`config.mk`:
```
export PLATFORM = sky130hd
export DESIGN_NAME = divisor_secuencial
export DESIGN_NICKNAME = d
export VERILOG_FILES = /design/src/rtl/divisor_secuencial.sv
export SDC_FILE = /design/constraint.sdc
export NUM_CORES = 1
export LEC_CHECK = 0
export ABC_CLOCK_PERIOD_IN_PS = 3100
export CORE_MARGIN = 2
export CORE_UTILIZATION = 40
export DETAILED_ROUTE_END_ITERATION = 16
export DONT_BUFFER_PORTS = 1
export MAX_ROUTING_LAYER = met4
export PLACE_DENSITY_LB_ADDON = 0.05
export SLEW_MARGIN = 15
export SYNTH_ARGS = -nofsm -noshare
export SYNTH_HDL_FRONTEND = slang
export SYNTH_SLANG_ARGS = --single-unit
```
`constraint.sdc`:
```
create_clock -name clk -period 3.1 [get_ports clk]
set_clock_uncertainty 0.1 [all_clocks]
set_input_delay 0 -clock clk [delete_from_list [all_inputs] [get_ports clk]]
set_output_delay 0 -clock clk [all_outputs]
set_load 0.02 [all_outputs]
```
`src/rtl/divisor_secuencial.sv`:
```
// Sequential unsigned restoring divider: one quotient bit per clock over N cycles.
// Optional macro DIVISOR_CERO_EN: zero divisor short-circuits IDLE->DONE and flags div_cero.

module restador #(
  parameter int W = 5
) (
  input  logic [W-1:0] minuendo,
  input  logic [W-1:0] sustraendo,
  output logic [W-1:0] diferencia,
  output logic         cout_restador
);
  logic [W:0] c;

  assign c[0] = 1'b1;

  // a - b computed as a + ~b + 1; final carry of 1 means no borrow.
  for (genvar i = 0; i < W; i++) begin : g_bit
    logic p;
    assign p             = minuendo[i] ^ ~sustraendo[i];
    assign diferencia[i] = p ^ c[i];
    assign c[i+1]        = (minuendo[i] & ~sustraendo[i]) | (c[i] & p);
  end

  assign cout_restador = c[W];
endmodule

module divisor_secuencial #(
  parameter int N = 4
) (
  input  logic         clk,
  input  logic         rst,
  input  logic         start,
  input  logic [N-1:0] dividendo,
  input  logic [N-1:0] divisor,
  output logic [N-1:0] cociente,
  output logic [N-1:0] residuo,
  output logic         busy,
  output logic         done,
  output logic         div_cero,
  output logic [1:0]   estado_dbg
);
  // Handshake: start is accepted only when the FSM is in IDLE; done pulses for
  // exactly one cycle with cociente/residuo valid, busy covers the RUN cycles.
  localparam int CW = $clog2(N);

  typedef enum logic [1:0] {
    IDLE = 2'd0,
    RUN  = 2'd1,
    DONE = 2'd2
  } estado_t;

  estado_t       estado_q, estado_d;
  logic [N:0]    r_q, r_d;
  logic [N-1:0]  q_q, q_d;
  logic [N-1:0]  d_q, d_d;
  logic [CW-1:0] cnt_q, cnt_d;
  logic [N-1:0]  coc_q, coc_d;
  logic [N-1:0]  res_q, res_d;
  logic          busy_q, busy_d;
  logic          done_q, done_d;
  logic          dz_q, dz_d;

  logic [N:0]    t;
  logic [N:0]    dif;
  logic          no_borrow;

  assign t = {r_q[N-1:0], q_q[N-1]};

  restador #(.W(N + 1)) u_restador (
    .minuendo     (t),
    .sustraendo   ({1'b0, d_q}),
    .diferencia   (dif),
    .cout_restador(no_borrow)
  );

  always_comb begin
    estado_d = estado_q;
    r_d      = r_q;
    q_d      = q_q;
    d_d      = d_q;
    cnt_d    = cnt_q;
    coc_d    = coc_q;
    res_d    = res_q;
    busy_d   = 1'b0;
    done_d   = 1'b0;
    dz_d     = dz_q;
    case (estado_q)
      IDLE: begin
        if (start) begin
          q_d   = dividendo;
          d_d   = divisor;
          r_d   = '0;
          cnt_d = CW'(N - 1);
`ifdef DIVISOR_CERO_EN
          if (divisor == '0) begin
            estado_d = DONE;
            coc_d    = '1;
            res_d    = dividendo;
            dz_d     = 1'b1;
            done_d   = 1'b1;
          end else begin
            estado_d = RUN;
            dz_d     = 1'b0;
            busy_d   = 1'b1;
          end
`else
          estado_d = RUN;
          busy_d   = 1'b1;
`endif
        end
      end
      RUN: begin
        if (no_borrow) begin
          r_d = dif;
          q_d = {q_q[N-2:0], 1'b1};
        end else begin
          r_d = t;
          q_d = {q_q[N-2:0], 1'b0};
        end
        // Results are published on entry to DONE so they are valid with the done pulse.
        if (cnt_q == '0) begin
          estado_d = DONE;
          coc_d    = q_d;
          res_d    = r_d[N-1:0];
          done_d   = 1'b1;
        end else begin
          cnt_d  = cnt_q - 1'b1;
          busy_d = 1'b1;
        end
      end
      DONE: begin
        estado_d = IDLE;
      end
      default: begin
        estado_d = IDLE;
      end
    endcase
  end

  always_ff @(posedge clk) begin
    if (rst) begin
      estado_q <= IDLE;
      r_q      <= '0;
      q_q      <= '0;
      d_q      <= '0;
      cnt_q    <= '0;
      coc_q    <= '0;
      res_q    <= '0;
      busy_q   <= 1'b0;
      done_q   <= 1'b0;
      dz_q     <= 1'b0;
    end else begin
      estado_q <= estado_d;
      r_q      <= r_d;
      q_q      <= q_d;
      d_q      <= d_d;
      cnt_q    <= cnt_d;
      coc_q    <= coc_d;
      res_q    <= res_d;
      busy_q   <= busy_d;
      done_q   <= done_d;
      dz_q     <= dz_d;
    end
  end

  assign cociente   = coc_q;
  assign residuo    = res_q;
  assign busy       = busy_q;
  assign done       = done_q;
  assign div_cero   = dz_q;
  assign estado_dbg = estado_q;
endmodule

```
## Yosys cells after proc, flatten, opt, wreduce, memory -nomap -nowiden

Cells that the tools add are included.

- Magnitude comparators: 0
- Div/mod/pow operators: 0
- Multipliers: 0
- Muxes and demuxes: 16
- Bitwise gates (word level): 27
- Reductions and logical operators: 9
- Equal/unequal tests: 4
- Shifts and indexed selects: 0
- $add $sub $neg: 1

Operators with widths:

| kind | number |
|---|---|
| 4-bit case mux with 2 select lines | 2 |
| 4-bit 2-to-1 mux | 3 |
| 1-bit bitwise AND | 8 |
| 2-bit 2-to-1 mux | 4 |
| 2-bit case mux with 2 select lines | 2 |
| 2-bit AND reduction | 4 |
| 1-bit inverter | 7 |
| 1-bit XOR | 7 |
| 2-bit inequality test, second input constant | 3 |
| 1-bit OR | 5 |
| 2-bit zero test | 2 |
| 1-bit 2-to-1 mux | 4 |
| 3-bit AND reduction | 1 |
| 2-bit by 1-bit equality test with 1-bit output, second input constant | 1 |
| 1-bit case mux with 2 select lines | 1 |
| 2-bit nonzero test | 1 |
| 2-bit OR reduction | 1 |
| 2-bit by 1-bit subtractor with 2-bit output, second input constant | 1 |

- Memories: 0
- Output and inout bits: 13
- Latch bits: 0
- Logic and storage cells: 66
- Input port bits: 11
- Bits in writable memories: 0
- Memory bits (read-only): 0
- Flip-flop bits (word level): 26

## Longest topological paths before layout

- Depth after elaboration: 13
- Depth in mapped cells: 11
- Mapped depth without buffers: 10

## Hierarchy

From an unflattened synthesis, not the netlist that was laid out.

- Cells, all modules: 122
- Area, all modules: 1229.9 um2

Modules (own cells, without submodules):

| module | cells each | times used | sequential area each (um2) | area each (um2) |
|---|---|---|---|---|
| divisor_secuencial | 106 | 1 | 520.5 | 1096.1 |
| restador | 16 | 1 | 0.0 | 133.9 |

## Least setup slack after synthesis

Ideal clock, no wire load.

- Kind: reg2reg
- Start point: register q_q[3]
- End point: register res_q[0], in the netlist residuo[0]
- Path slack: 0.770 ns
- Buffers on the path: 1
- Clock period less this slack: 2.330 ns
- Stages on the path, launching flop included: 12
- Library setup time: 0.088 ns
- Data arrival time: 2.142 ns
- Required time: 2.912 ns
- Cell sequence: dfxtp_1 > inv_1 > ha_1 > inv_1 > fa_1 > fa_1 > inv_1 > fa_1 > nand2b_4 > buf_6 > mux2_4 > o31ai_1

- Cells in the longest elaborated chain, start to end: 11
- Elaborated cells on any way between the ends: 13
- Those cells by class: mux (1); bitwise (12)

Ends and longest elaborated chain:

| item | RTL line | RTL |
|---|---|---|
| from (decl) | 54 | `logic [N-1:0] q_q, q_d;` |
| from (signal assigned) | 155 | `q_q <= q_d;` |
| 1-bit bitwise AND or 1-bit XOR (tied branches) | 21, 19 |  |
| 1-bit OR | 21 | `assign c[i+1] = (minuendo[i] & ~sustraendo[i]) \| (c[i] & p);` |
| 1-bit bitwise AND | 21 |  |
| 1-bit OR | 21 |  |
| 1-bit bitwise AND | 21 |  |
| 1-bit OR | 21 |  |
| 1-bit bitwise AND | 21 |  |
| 1-bit OR | 21 |  |
| 1-bit bitwise AND | 21 |  |
| 1-bit OR | 21 |  |
| 4-bit 2-to-1 mux (*) | 113 | `if (no_borrow) begin` |
| to (signal assigned) | 159 | `res_q <= res_d;` |
| to (decl) | 58 | `logic [N-1:0] res_q, res_d;` |

Every way passes the cells marked *; elsewhere a longest branch is shown, timed or not.
A chain may end at the register's enable or synchronous reset.

## Final worst setup path

- Start point: register q_q[3]
- End point: register res_q[3], in the netlist residuo[3]

- Cells in the longest elaborated chain, start to end: 11
- Elaborated cells on any way between the ends: 13
- Those cells by class: mux (1); bitwise (12)

Ends and longest elaborated chain:

| item | RTL line |
|---|---|
| 1-bit bitwise AND or 1-bit XOR (tied branches) | 21, 19 |
| 1-bit OR (*) | 21 |
| 1-bit bitwise AND (*) | 21 |
| 1-bit OR (*) | 21 |
| 1-bit bitwise AND (*) | 21 |
| 1-bit OR (*) | 21 |
| 1-bit bitwise AND | 21 |
| 1-bit OR | 21 |
| 1-bit bitwise AND | 21 |
| 1-bit OR | 21 |
| 4-bit 2-to-1 mux (*) | 113 |

Marks and branches as above.

==> impl_metrics.yaml <==
global_route:
  groute.usage.overall_pct: 14.8
  grt_first_pass_wirelength_um: 3790
  globalRouteOverflowTotal: 0
  antenna_found_initial: 0
  grt_pass1_vias: 776
  grt_max_degree: 31
final_layout:
  layout.cells.most_common_list: "dfxtp_1, nor2_1, inv_1"
  fin_nets: 147
  layout_commonest_cell: "dfxtp_1"
  drive_above_1_share_pct: 10.8
  synthesis_to_finish_area_growth_pct: 8.43
  insertedDiodeCount: 0
  utilization_pct: 44.8
  num-fill-cells: 317
power:
  power_switching_share_pct: 30.4
  seq_power_share_pct: 54.5
  switchingPower_w: 0.000225
  cell_internal_pwr_w: 0.000517
  design_power_total_w: 0.000742
  p_leak_nw: 0.522
  gate_power_share_pct: 22.5
  clock_power_share_pct: 23.0
  vdd_drop_max_uv: 393
  power_density_nw_per_um2: 556
detailed_routing:
  wirelength_um: 2240
  detail-route-antenna-nets: 0
  firstDrtPassIters: 4
  drc_errors: 0
  average_via_count_per_standard_cell: 5.02
  initialDrtViolationCount: 52
  routed_wire_length_per_instance_um: 13.7
  vias: 819
worst_hold_path:
  hold-path-endpoint: "d_q[3]$_SDFFE_PP0P_"
  hold_path_startpoint: "rst"
  hp-class: "in -> reg"
  timing.hold.worst_path_depth: 2
cts:
  h-tree-depth: 1
  clock-sinks: 26
  post_cts_resize_count: 0
  clock_insertion_delay_worst_skew_ns: 0.32
  clock_tree_from_tritoncts: "yes"
  cts.reportedPaths.clkPinSlew_ns: 0.14
  clock_tree.buffer_depth: 2
  root_driver: "clkbuf_4"
  cts_inserted_buffers: 3
logic_synthesis:
  muxShareOfSynthArea_pct: 8.13
  yosys.area_share.simple_pct: 18.9
  synth.yosys.seq_area_share_pct: 42.3
  synthesis.nets: 141
  share_of_the_synthesized_netlist_area_taken_by_xor_and_xnor_gates_pct: 0
  synth-adder-area-share_pct: 6.91
  synth.distinct_cells: 32
  synth_area_um2: 1230
  cells_after_synth: 125
  synth_top_family_by_area: "simple AND/OR/NAND/NOR gates"
  post_synthesis_compound_gate_area_fraction_pct: 14.2
  async_flop_share_pct: 0
  ys.flop_type: "dfxtp_1"
  ys.warnings.count: 0
  ys_seq_elements: 26
  postSynthAreaPerCell_um2: 9.85
  number_of_enable_flip_flop_cells_after_synthesis: 0
place:
  buffer_ports.inserted: 0
  placed_wire_length_estimate_after_detailed_placement_um: 1580
  final_wtd_congestion: 0.720
critical_path:
  r2r-start: "q_q[3]$_SDFFE_PP0P_"
  critPathLaunch: "q_q[3]$_SDFFE_PP0P_"
  critical_path.endpoint_type: "flip-flop"
  r2r_setup_slack_ns: 0.68
  critical_path_peak_fanout: 2
  worstRegToRegCells: 9
  arrival_ns: 2.56
  crit_path_start_kind: "flip-flop"
  r2r-end: "residuo[3]$_SDFFE_PP0P_"
  path_class: "reg -> reg"
  worstPathRequired_ns: 3.24
timing:
  achievable-frequency_mhz: 413
  final_hold_viol_count: 0
  max_slew.worst_pin.slew_ns: 0.649
  timing.final.crit_share_pct: 78.1
  relSlewSlack_pct: 56.7
  rsz0062_at_grt: "false"
  min_period_ns: 2.42
  whs_ns: 0.0311
  setup_total_negative_slack_ns: 0
  setup_viol: 0
  final-max-slew-violation-count: 0
floorplanning:
  die_w_um: 59.5
  floorplan.die.height_um: 59.5
  io_pins: 24
  floorplan.initialDensity_pct: 41.3
  fp.dieArea_um2: 3540
  standard_cell_rows: 20
  fp.coreArea_um2: 2980
flow_run:
  timing.max_cap.violations: 0
run_status:
  result_of_the_run: "finished clean"
-- stage by stage --
stage	cell area [µm²]	instances	worst slack, ns
floorplan	1230	125	0.770
global placement	1200	149	0.733
detailed placement	1200	149	0.702
CTS	1340	163	0.659
global route	1340	163	0.492
finish	1340	163	0.678
-- final cells by class --
class | count | area [µm²] | area share, %
Multi-Input combinational cell | 78 | 597 | 44.7
Clock buffer | 4 | 36.3 | 2.72
Inverter | 12 | 45.0 | 3.37
Sequential cell | 26 | 520 | 39.0
Tap cell | 33 | 41.3 | 3.09
Timing Repair Buffer | 10 | 95.1 | 7.12
-- worst max path at each step --
stage                                    to  slack (ns)  cells past startpoint
floorplan           residuo[0]$_SDFFE_PP0P_        0.77                     11
finish              residuo[3]$_SDFFE_PP0P_        0.68                      9
global route        residuo[0]$_SDFFE_PP0P_        0.49                     10
global placement    residuo[3]$_SDFFE_PP0P_        0.73                      9
detailed placement  residuo[3]$_SDFFE_PP0P_        0.70                      9
CTS                 residuo[0]$_SDFFE_PP0P_        0.66                     10
-- state kept, by name, indices dropped and copies added (netlist names) --
| signal | count |
|---|---|
| cociente | 4 |
| d_q | 4 |
| q_q | 4 |
| r_q | 4 |
| residuo | 4 |
| cnt_q | 2 |
| estado_dbg | 2 |
| busy | 1 |
| done | 1 |
-- cell usage after synthesis (3+ instances only) --
cell type / count / area share [%]
a21oi_1: 7 / 2.8
inv_1: 12 / 3.7
buf_6: 3 / 2.7
nand2b_1: 3 / 1.5
a211oi_2: 3 / 3.0
o32ai_1: 5 / 3.6
buf_4: 3 / 1.8
dfxtp_1: 26 / 42
nand3b_1: 3 / 1.8
mux2i_1: 7 / 5.7
nand2_1: 7 / 2.1
fa_1: 3 / 4.9
nor2_1: 17 / 5.2
-- routing by layer --
metal  vias to the layer above  wire, µm  global-route usage, %
met1                       371      1130                   19.9
met4                         0        21                   2.92
met2                        15       987                   22.3
li1                        431         -                      -
met3                         2       100                   4.15
met5                         -         0                      -
-- worst max-delay path: stages, from the launching register on --
cell,delay (ns)
dfxtp_1,0.33
inv_1,0.07
ha_1,0.14
inv_1,0.04
fa_1,0.38
fa_1,0.36
inv_1,0.07
fa_1,0.40
mux2_4,0.27
o31ai_1,0.17
-- power groups by stage --
stage	registers [W]	clock network, W	logic (W)
after floorplan	0.000401	0	0.000155
after global placement	0.000412	0	0.000150
after detailed placement	0.000413	0	0.000153
after CTS	0.000405	0.000179	0.000170
after global routing	0.000409	0.000195	0.000191
final	0.000404	0.000171	0.000167
-- cell families after synthesis --
family,count (synthesis)
AOI/OAI and AO/OA,22
other,1
adders and majority gates,5
and+or+nand+nor,41
DFF,26
buffers and inverters,21
muxes,9
-- what timing repair did --
| action | in CTS | in global routing |
|---|---|---|
| hold buffers | 10 | 0 |
| buffers inserted | 0 | 0 |
| endpoints found under the hold margin | 26 | 0 |
(Power assumes the default switching activity.)
